<file path="config.mk">
export PLATFORM = sky130hd
export DESIGN_NAME = datapath
export DESIGN_NICKNAME = d
export VERILOG_FILES = /design/src/rtl/datapath_pkg.sv /design/src/rtl/datapath_alu.sv /design/src/rtl/datapath.sv
export SDC_FILE = /design/constraint.sdc
export NUM_CORES = 1
export LEC_CHECK = 0
export CELL_PAD_IN_SITES_DETAIL_PLACEMENT = 0
export CELL_PAD_IN_SITES_GLOBAL_PLACEMENT = 2
export CORE_MARGIN = 2
export CORE_UTILIZATION = 33
export CTS_CLUSTER_DIAMETER = 100
export DETAILED_ROUTE_END_ITERATION = 6
export PLACE_DENSITY = 0.91
export SYNTH_ARGS = -nofsm -noshare
export SYNTH_HDL_FRONTEND = slang
export SYNTH_SLANG_ARGS = --single-unit
</file>
<file path="constraint.sdc">
create_clock -name clk -period 14.83 [get_ports clk]
set_clock_uncertainty 0.1 [all_clocks]
set_input_delay 3.7075 -clock clk [delete_from_list [all_inputs] [get_ports clk]]
set_output_delay 3.7075 -clock clk [all_outputs]
set_load 0.02 [all_outputs]
</file>
<file path="src/rtl/datapath_pkg.sv">
// ----------------------------------------------------------------------------
// datapath_pkg
// Shared constants for the single-bus datapath slice.
//   - ALU opcodes (5-bit) decoded by datapath_alu
//   - Bus source codes driven on encode_sel_signal by the top-level encoder
// Optional feature macro used elsewhere: DATAPATH_MULDIV_EN
// ----------------------------------------------------------------------------
package datapath_pkg;

    // ALU opcodes
    localparam logic [4:0] OP_ADD  = 5'b00011;
    localparam logic [4:0] OP_SUB  = 5'b00100;
    localparam logic [4:0] OP_AND  = 5'b00101;
    localparam logic [4:0] OP_OR   = 5'b00110;
    localparam logic [4:0] OP_SHR  = 5'b00111;
    localparam logic [4:0] OP_SHRA = 5'b01000;
    localparam logic [4:0] OP_SHL  = 5'b01001;
    localparam logic [4:0] OP_ROR  = 5'b01010;
    localparam logic [4:0] OP_ROL  = 5'b01011;
    localparam logic [4:0] OP_MUL  = 5'b01111;
    localparam logic [4:0] OP_DIV  = 5'b10000;
    localparam logic [4:0] OP_NEG  = 5'b10001;
    localparam logic [4:0] OP_NOT  = 5'b10010;

    // Bus source codes reported on encode_sel_signal
    localparam logic [4:0] SEL_R4   = 5'd4;
    localparam logic [4:0] SEL_R6   = 5'd6;
    localparam logic [4:0] SEL_ZHI  = 5'd16;
    localparam logic [4:0] SEL_ZLO  = 5'd17;
    localparam logic [4:0] SEL_PC   = 5'd18;
    localparam logic [4:0] SEL_MDR  = 5'd19;
    localparam logic [4:0] SEL_NONE = 5'd31;

endpackage

</file>
<file path="src/rtl/datapath_alu.sv">
// ----------------------------------------------------------------------------
// datapath_alu
// Purely combinational ALU. Operand A comes from the Y register, B from the
// bus. Shift/rotate amount is B[log2(WIDTH)-1:0]. Results are 2*WIDTH wide;
// everything except mul/div is zero-extended into the upper half.
// Ports:
//   a       in  WIDTH    operand A (Y)
//   b       in  WIDTH    operand B (bus)
//   opcode  in  5        operation select
//   inc     in  1        override: result = b + 1 (PC increment)
//   result  out 2*WIDTH  {HI, LO}
// Macro DATAPATH_MULDIV_EN: when defined, signed mul/div are built; when
// undefined, those opcodes return 0 and no multiplier/divider exists.
// ----------------------------------------------------------------------------
module datapath_alu
    import datapath_pkg::*;
#(
    parameter int WIDTH = 32
) (
    input  logic [WIDTH-1:0]   a,
    input  logic [WIDTH-1:0]   b,
    input  logic [4:0]         opcode,
    input  logic               inc,
    output logic [2*WIDTH-1:0] result
);

    localparam int SHAMT_W = $clog2(WIDTH);
    localparam logic [WIDTH-1:0] ONE = WIDTH'(1);

    logic [SHAMT_W-1:0] shamt;
    logic [WIDTH-1:0]   ror_res, rol_res;
    // Rotates are done by shifting a doubled copy of A; the other half is the
    // wrapped duplicate and is simply dropped.
    logic [WIDTH-1:0]   ror_unused, rol_unused;

    assign shamt = b[SHAMT_W-1:0];
    assign {ror_unused, ror_res} = {a, a} >> shamt;
    assign {rol_res, rol_unused} = {a, a} << shamt;

`ifdef DATAPATH_MULDIV_EN
    logic signed [2*WIDTH-1:0] prod;
    logic signed [WIDTH-1:0]   quot, rem;

    assign prod = $signed({{WIDTH{a[WIDTH-1]}}, a}) * $signed({{WIDTH{b[WIDTH-1]}}, b});

    always_comb begin
        quot = '0;
        rem  = '0;
        // Divide by zero leaves both halves at zero
        if (b != '0) begin
            quot = $signed(a) / $signed(b);
            rem  = $signed(a) % $signed(b);
        end
    end
`endif

    logic [WIDTH-1:0] hi, lo;

    always_comb begin
        hi = '0;
        lo = '0;
        if (inc) begin
            lo = b + ONE;
        end else begin
            case (opcode)
                OP_ADD:  lo = a + b;
                OP_SUB:  lo = a - b;
                OP_AND:  lo = a & b;
                OP_OR:   lo = a | b;
                OP_SHR:  lo = a >> shamt;
                OP_SHRA: lo = $unsigned($signed(a) >>> shamt);
                OP_SHL:  lo = a << shamt;
                OP_ROR:  lo = ror_res;
                OP_ROL:  lo = rol_res;
`ifdef DATAPATH_MULDIV_EN
                OP_MUL:  {hi, lo} = prod;
                OP_DIV:  {hi, lo} = {rem, quot};
`else
                OP_MUL, OP_DIV: begin
                    hi = '0;
                    lo = '0;
                end
`endif
                OP_NEG:  lo = '0 - b;
                OP_NOT:  lo = ~b;
                default: lo = '0;
            endcase
        end
    end

    assign result = {hi, lo};

endmodule

</file>
<file path="src/rtl/datapath.sv">
// ----------------------------------------------------------------------------
// datapath
// Single-bus CPU datapath slice: R4, R6, PC, IR, Y, Z (HI/LO), MAR, MDR and a
// combinational ALU. One WIDTH-bit bus is driven by a fixed-priority encoder
// over the *_select requests (MDR > PC > Z_LO > Z_HI > R6 > R4).
// Ports:
//   clk, reset_n               clock, synchronous active-low reset
//   *_enable                   per-register load enables (Z loads aluResult,
//                              MDR loads MDataIN when read=1 else the bus)
//   PC_increment_enable        forces ALU result to bus+1
//   *_select                   bus source requests
//   alu_instruction            ALU opcode
//   MDataIN                    memory read data
//   encode_sel_signal          encoded bus source (31 = none)
//   bus_Data, aluResult        current bus and ALU output
//   *_Data                     register contents
// Macro DATAPATH_MULDIV_EN enables signed mul/div in the ALU.
// ----------------------------------------------------------------------------
module datapath
    import datapath_pkg::*;
#(
    parameter int WIDTH = 32
) (
    input  logic               clk,
    input  logic               reset_n,
    input  logic               r4_enable,
    input  logic               r6_enable,
    input  logic               PC_enable,
    input  logic               PC_increment_enable,
    input  logic               IR_enable,
    input  logic               Y_enable,
    input  logic               MAR_enable,
    input  logic               Z_enable,
    input  logic               MDR_enable,
    input  logic               read,
    input  logic               r4_select,
    input  logic               r6_select,
    input  logic               PC_select,
    input  logic               Z_HI_select,
    input  logic               Z_LO_select,
    input  logic               MDR_select,
    input  logic [4:0]         alu_instruction,
    input  logic [WIDTH-1:0]   MDataIN,
    output logic [4:0]         encode_sel_signal,
    output logic [WIDTH-1:0]   bus_Data,
    output logic [2*WIDTH-1:0] aluResult,
    output logic [WIDTH-1:0]   R4_Data,
    output logic [WIDTH-1:0]   R6_Data,
    output logic [WIDTH-1:0]   PC_Data,
    output logic [WIDTH-1:0]   IR_Data,
    output logic [WIDTH-1:0]   Y_Data,
    output logic [WIDTH-1:0]   Z_HI_Data,
    output logic [WIDTH-1:0]   Z_LO_Data,
    output logic [WIDTH-1:0]   MAR_Data,
    output logic [WIDTH-1:0]   MDR_Data
);

    logic [WIDTH-1:0] r4_q, r6_q, pc_q, ir_q, y_q, z_hi_q, z_lo_q, mar_q, mdr_q;
    logic [WIDTH-1:0] r4_d, r6_d, pc_d, ir_d, y_d, z_hi_d, z_lo_d, mar_d, mdr_d;
    logic [4:0]       sel_code;
    logic [WIDTH-1:0] bus;
    logic [2*WIDTH-1:0] alu_result;

    // Fixed-priority bus encoder; simultaneous requests are legal and the
    // highest-priority one wins.
    always_comb begin
        sel_code = SEL_NONE;
        if (MDR_select)       sel_code = SEL_MDR;
        else if (PC_select)   sel_code = SEL_PC;
        else if (Z_LO_select) sel_code = SEL_ZLO;
        else if (Z_HI_select) sel_code = SEL_ZHI;
        else if (r6_select)   sel_code = SEL_R6;
        else if (r4_select)   sel_code = SEL_R4;
    end

    always_comb begin
        bus = '0;
        case (sel_code)
            SEL_MDR: bus = mdr_q;
            SEL_PC:  bus = pc_q;
            SEL_ZLO: bus = z_lo_q;
            SEL_ZHI: bus = z_hi_q;
            SEL_R6:  bus = r6_q;
            SEL_R4:  bus = r4_q;
            default: bus = '0;
        endcase
    end

    datapath_alu #(.WIDTH(WIDTH)) u_alu (
        .a      (y_q),
        .b      (bus),
        .opcode (alu_instruction),
        .inc    (PC_increment_enable),
        .result (alu_result)
    );

    always_comb begin
        r4_d   = r4_enable  ? bus : r4_q;
        r6_d   = r6_enable  ? bus : r6_q;
        pc_d   = PC_enable  ? bus : pc_q;
        ir_d   = IR_enable  ? bus : ir_q;
        y_d    = Y_enable   ? bus : y_q;
        mar_d  = MAR_enable ? bus : mar_q;
        z_hi_d = Z_enable   ? alu_result[2*WIDTH-1:WIDTH] : z_hi_q;
        z_lo_d = Z_enable   ? alu_result[WIDTH-1:0]       : z_lo_q;
        mdr_d  = mdr_q;
        if (MDR_enable) mdr_d = read ? MDataIN : bus;
    end

    // Reset wins over every enable
    always_ff @(posedge clk) begin
        if (!reset_n) begin
            r4_q   <= '0;
            r6_q   <= '0;
            pc_q   <= '0;
            ir_q   <= '0;
            y_q    <= '0;
            z_hi_q <= '0;
            z_lo_q <= '0;
            mar_q  <= '0;
            mdr_q  <= '0;
        end else begin
            r4_q   <= r4_d;
            r6_q   <= r6_d;
            pc_q   <= pc_d;
            ir_q   <= ir_d;
            y_q    <= y_d;
            z_hi_q <= z_hi_d;
            z_lo_q <= z_lo_d;
            mar_q  <= mar_d;
            mdr_q  <= mdr_d;
        end
    end

    assign encode_sel_signal = sel_code;
    assign bus_Data          = bus;
    assign aluResult         = alu_result;
    assign R4_Data           = r4_q;
    assign R6_Data           = r6_q;
    assign PC_Data           = pc_q;
    assign IR_Data           = ir_q;
    assign Y_Data            = y_q;
    assign Z_HI_Data         = z_hi_q;
    assign Z_LO_Data         = z_lo_q;
    assign MAR_Data          = mar_q;
    assign MDR_Data          = mdr_q;

endmodule

</file>
==> run summary <==
====================================================================================================
Number of buffers created by CTS                                                                  29
Areal power density over the cells                                                      93.78 nW/um2
Starting Density                                                                              33.19%
Clock root buffer                                                                          clkbuf_16
DIE AREA                                                                                   72310 um2
Actual slew at the worst max-slew pin                                                       1.314 ns
Instance area after placement                                                              27480 um2
Worst min-delay path category                                                             reg -> reg
Number of synthesized flops with an enable pin                                                     0
Via count of the first global-routing pass                                                     25010
Proportion of register bits with asynchronous set or reset after synthesis                        0%
Grt ovf                                                                                            0
Placer's final routability congestion estimate                                                 1.110
Crit start category                                                                     primary input
Average wire per standard cell                                                              30.31 um
Clock tree from TritonCTS                                                                      built
Number of violations of the max-capacitance limit                                                  0
Power, Total                                                                              0.002676 W
Vias per cell                                                                                  6.155
Cell Area, Synth                                                                           23160 um2
Final Hold Fails                                                                                   0
Final standard cell area without fillers                                                   28540 um2
DIE WIDTH                                                                                   268.9 um
Wirelength, routed                                                                         130800 um
Fraction of final layout cells with drive strength greater than 1                             8.215%
Unrepaired setup endpoints after global routing                                                false
CTS Hold Bufs                                                                                      0
Skew-Pair Late Insertion Delay                                                               0.58 ns
# DRC                                                                                              0
Global-route wire length before repair                                                     185500 um
Area overhead of the layout relative to synthesis                                             23.24%
Run status                                                                              finished, final reports clean
Yosys reg bits                                                                                   256
Worst slew margin                                                                             11.51%
1st-pass router iterations                                                                         6
First-iteration detailed-routing DRC count                                                      3472
Final cell count without fillers                                                                4317
Final period util                                                                             93.33%
Hold Slack                                                                                 0.3803 ns
Number of nets at the end of the flow                                                           3504
Maximum number of pins on one net before global-route repair                                      95
Worst path cell trace                                                                   clkdlybuf4s50_1 > or4_4 > inv_4 > and2_1 > a222oi_1 > buf_4 > ha_1 > nand3_1 > nor3b_1 > a211oi_1 > a21boi_0 > o31ai_1 > xnor2_1 > o221ai_1 > o31ai_1 > nand2_1 > clkdlybuf4s50_1
Worst ir drop on vdd                                                                       0.1047 mV
Post-cts resize count                                                                              0
Port-buffer cells                                                                                379
Delay of the slowest critical-path stage                                                     0.89 ns
Main flop type after synthesis                                                               dfxtp_1
Htree depth                                                                                        1
Number of antenna violations at the first check in global routing                                  5
Crit-path slowest cell                                                                        and2_1
Placeable Area                                                                             69790 um2
Critical path start-end classification                                                     in -> out
Count of synthesis-stage warnings from yosys                                                       0
Post-CTS repair timing setup buffer count                                                          0
Static power due to leakage                                                                 13.18 nW
Crit path capture type                                                                    output pin
Post-DP HPWL                                                                                99970 um
Number of failing setup endpoints in the final timing report                                       0
Clock-pin slew reported for the worst setup and hold paths after clock tree synthesis        0.06 ns
Min Clock Period, post-route                                                                13.84 ns
Post-synthesis cell count                                                                       3118
Final slew viol count                                                                              0
Rows                                                                                              97
Post-synthesis sequential area ratio                                                          22.13%
Count of buffering cells on the critical path with inverters included                              4
WP data required                                                                            11.02 ns
Post-route antenna net violation count                                                             0
Die boundary height                                                                         268.9 um
Netlist cell types                                                                               111
Top cell family by delay on the critical path                                           compound AO/OA/AOI/OAI gates
Aggregate global-route resource usage                                                         34.86%
Placed Cells incl. Taps                                                                         4258
Num Clock Sinks                                                                                  256
Critical path data arrival time                                                             10.03 ns
Critical path peak fanout                                                                         16
Final-layout setup total negative slack                                                         0 ns
F_max                                                                                    0.07225 GHz
Total via count after detailed routing                                                         26570
Count of pins on the block boundary                                                              444
Number of buffers on the longest clock path                                                        3
Avg Synthesized Cell Area                                                                  7.427 um2
====================================================================================================
[through the flow]
| stage | setup WS, ns | utilization [%] |
|---|---|---|
| after global placement | 1.190 | 39.37 |
| after detailed placement | 1.120 | 39.37 |
| after CTS | 1.074 | 40.88 |
| final | 0.9885 | 40.90 |
| after global routing | 0.6982 | 40.89 |
| after floorplan | 2.877 | - |
[report_power, final]
| part | internal, W | switching [W] | total [W] |
|---|---|---|---|
| clock network | 0.000475 | 0.000328 | 0.000803 |
| registers | 0.000734 | 0.0000657 | 0.000800 |
| logic | 0.000365 | 0.000708 | 0.00107 |
[path summary, 6_finish.rpt]
| check | from | to | slack (ns) | cells past startpoint |
|---|---|---|---|---|
| worst max register to register | Z_LO_Data[0]$_SDFFE_PN0P_ | Z_LO_Data[20]$_SDFFE_PN0P_ | 9.39 | 18 |
| worst max-delay path | Z_HI_select | aluResult[15] | 0.99 | 17 |
| worst min register to register | MAR_Data[27]$_SDFFE_PN0P_ | MAR_Data[27]$_SDFFE_PN0P_ | 0.38 | 1 |
| worst min-delay path | MAR_Data[27]$_SDFFE_PN0P_ | MAR_Data[27]$_SDFFE_PN0P_ | 0.38 | 1 |
[cell type report]
| type | count | area (um2) |
|---|---|---|
| clock buffer | 40 | 857.1 |
| tap | 940 | 1176 |
| timing repair buffer | 481 | 4528 |
| multi-input combinational | 2489 | 16290 |
| inverter | 92 | 352.8 |
| fill | 7392 | 41250 |
| sequential | 256 | 5125 |
| antenna | 5 | 12.51 |
| clock inverter | 14 | 193.9 |
[sequential cells by signal (all words and copies together) (netlist names)]
register / count
MDR_Data: 32
MAR_Data: 32
R6_Data: 32
Y_Data: 32
R4_Data: 32
Z_LO_Data: 32
IR_Data: 32
PC_Data: 32
[metal layers]
metal | vias to the layer above | share of wire [%] | wire [um] | track usage [%]
li1 | 11890 | - | - | -
met1 | 12940 | 42 | 54620 | 45.75
met2 | 1463 | 43 | 56860 | 53.87
met3 | 280 | 10 | 13540 | 9.671
met4 | 4 | 4.4 | 5789 | 13.80
met5 | - | 0.024 | 32 | 0
[cell usage in the layout, fill, tap and decap left out, types with 18 or more instances in the layout]
cell type / n
o211a_1: 200
o31ai_1: 41
and2_1: 22
o22ai_1: 24
nor2_1: 177
o21ai_0: 187
a211oi_1: 26
o211ai_1: 48
nand2b_1: 19
xnor2_1: 49
conb_1: 64
nand3_1: 155
and3_1: 29
inv_1: 88
a31oi_1: 43
nand4_1: 44
a22oi_1: 20
nor2b_1: 61
clkdlybuf4s50_1: 366
nor3_1: 32
dfxtp_1: 256
a221oi_2: 18
clkbuf_16: 29
a21o_1: 48
nand3b_1: 24
o21ai_1: 42
a221oi_1: 44
buf_4: 100
mux2i_1: 58
a21oi_1: 171
nand2_1: 454
ha_1: 98
[cells by family after synthesis]
group                      share of synthesized area, %
AOI/OAI and AO/OA                                 34.70
xor gates and xnor gates                          2.528
adders and majority gates                         5.468
buffers and inverters                             9.136
DFF                                               22.13
muxes                                             3.285
other                                           0.01619
and+or+nand+nor                                   22.73
[synthesized netlist by cell type, types with 9 or more instances]
library cell	n	area share, %
a22oi_1	20	0.65
a21o_1	49	1.6
and3b_1	10	0.38
nor2_1	179	2.9
mux2i_1	58	2.5
o31ai_1	41	1.3
o21a_1	14	0.45
o221ai_1	14	0.53
nand2_1	454	7.4
a221oi_1	56	2.1
a21oi_1	172	3.7
nand3_1	155	3.3
nor2b_1	61	1.6
dfxtp_1	256	22
buf_4	75	2.4
o22ai_1	24	0.65
o211ai_1	48	1.6
xnor2_1	49	1.9
nand2b_1	19	0.51
o2111ai_1	16	0.61
o211a_1	200	8.6
and3_1	30	0.81
xor2_1	16	0.61
nor3_1	35	0.76
ha_1	98	5.3
a31oi_1	43	1.2
and2_1	23	0.62
buf_2	46	0.99
nand3b_1	24	0.78
inv_1	88	1.4
a221o_1	12	0.52
buf_6	15	0.73
o21bai_1	9	0.29
o21ai_0	187	4.0
o21ai_1	42	0.91
a211oi_1	27	0.88
nand4_1	44	1.2
buf_1	30	0.49
clkbuf_1	176	2.9
nor4_1	13	0.35
(Power assumes the default switching activity.)
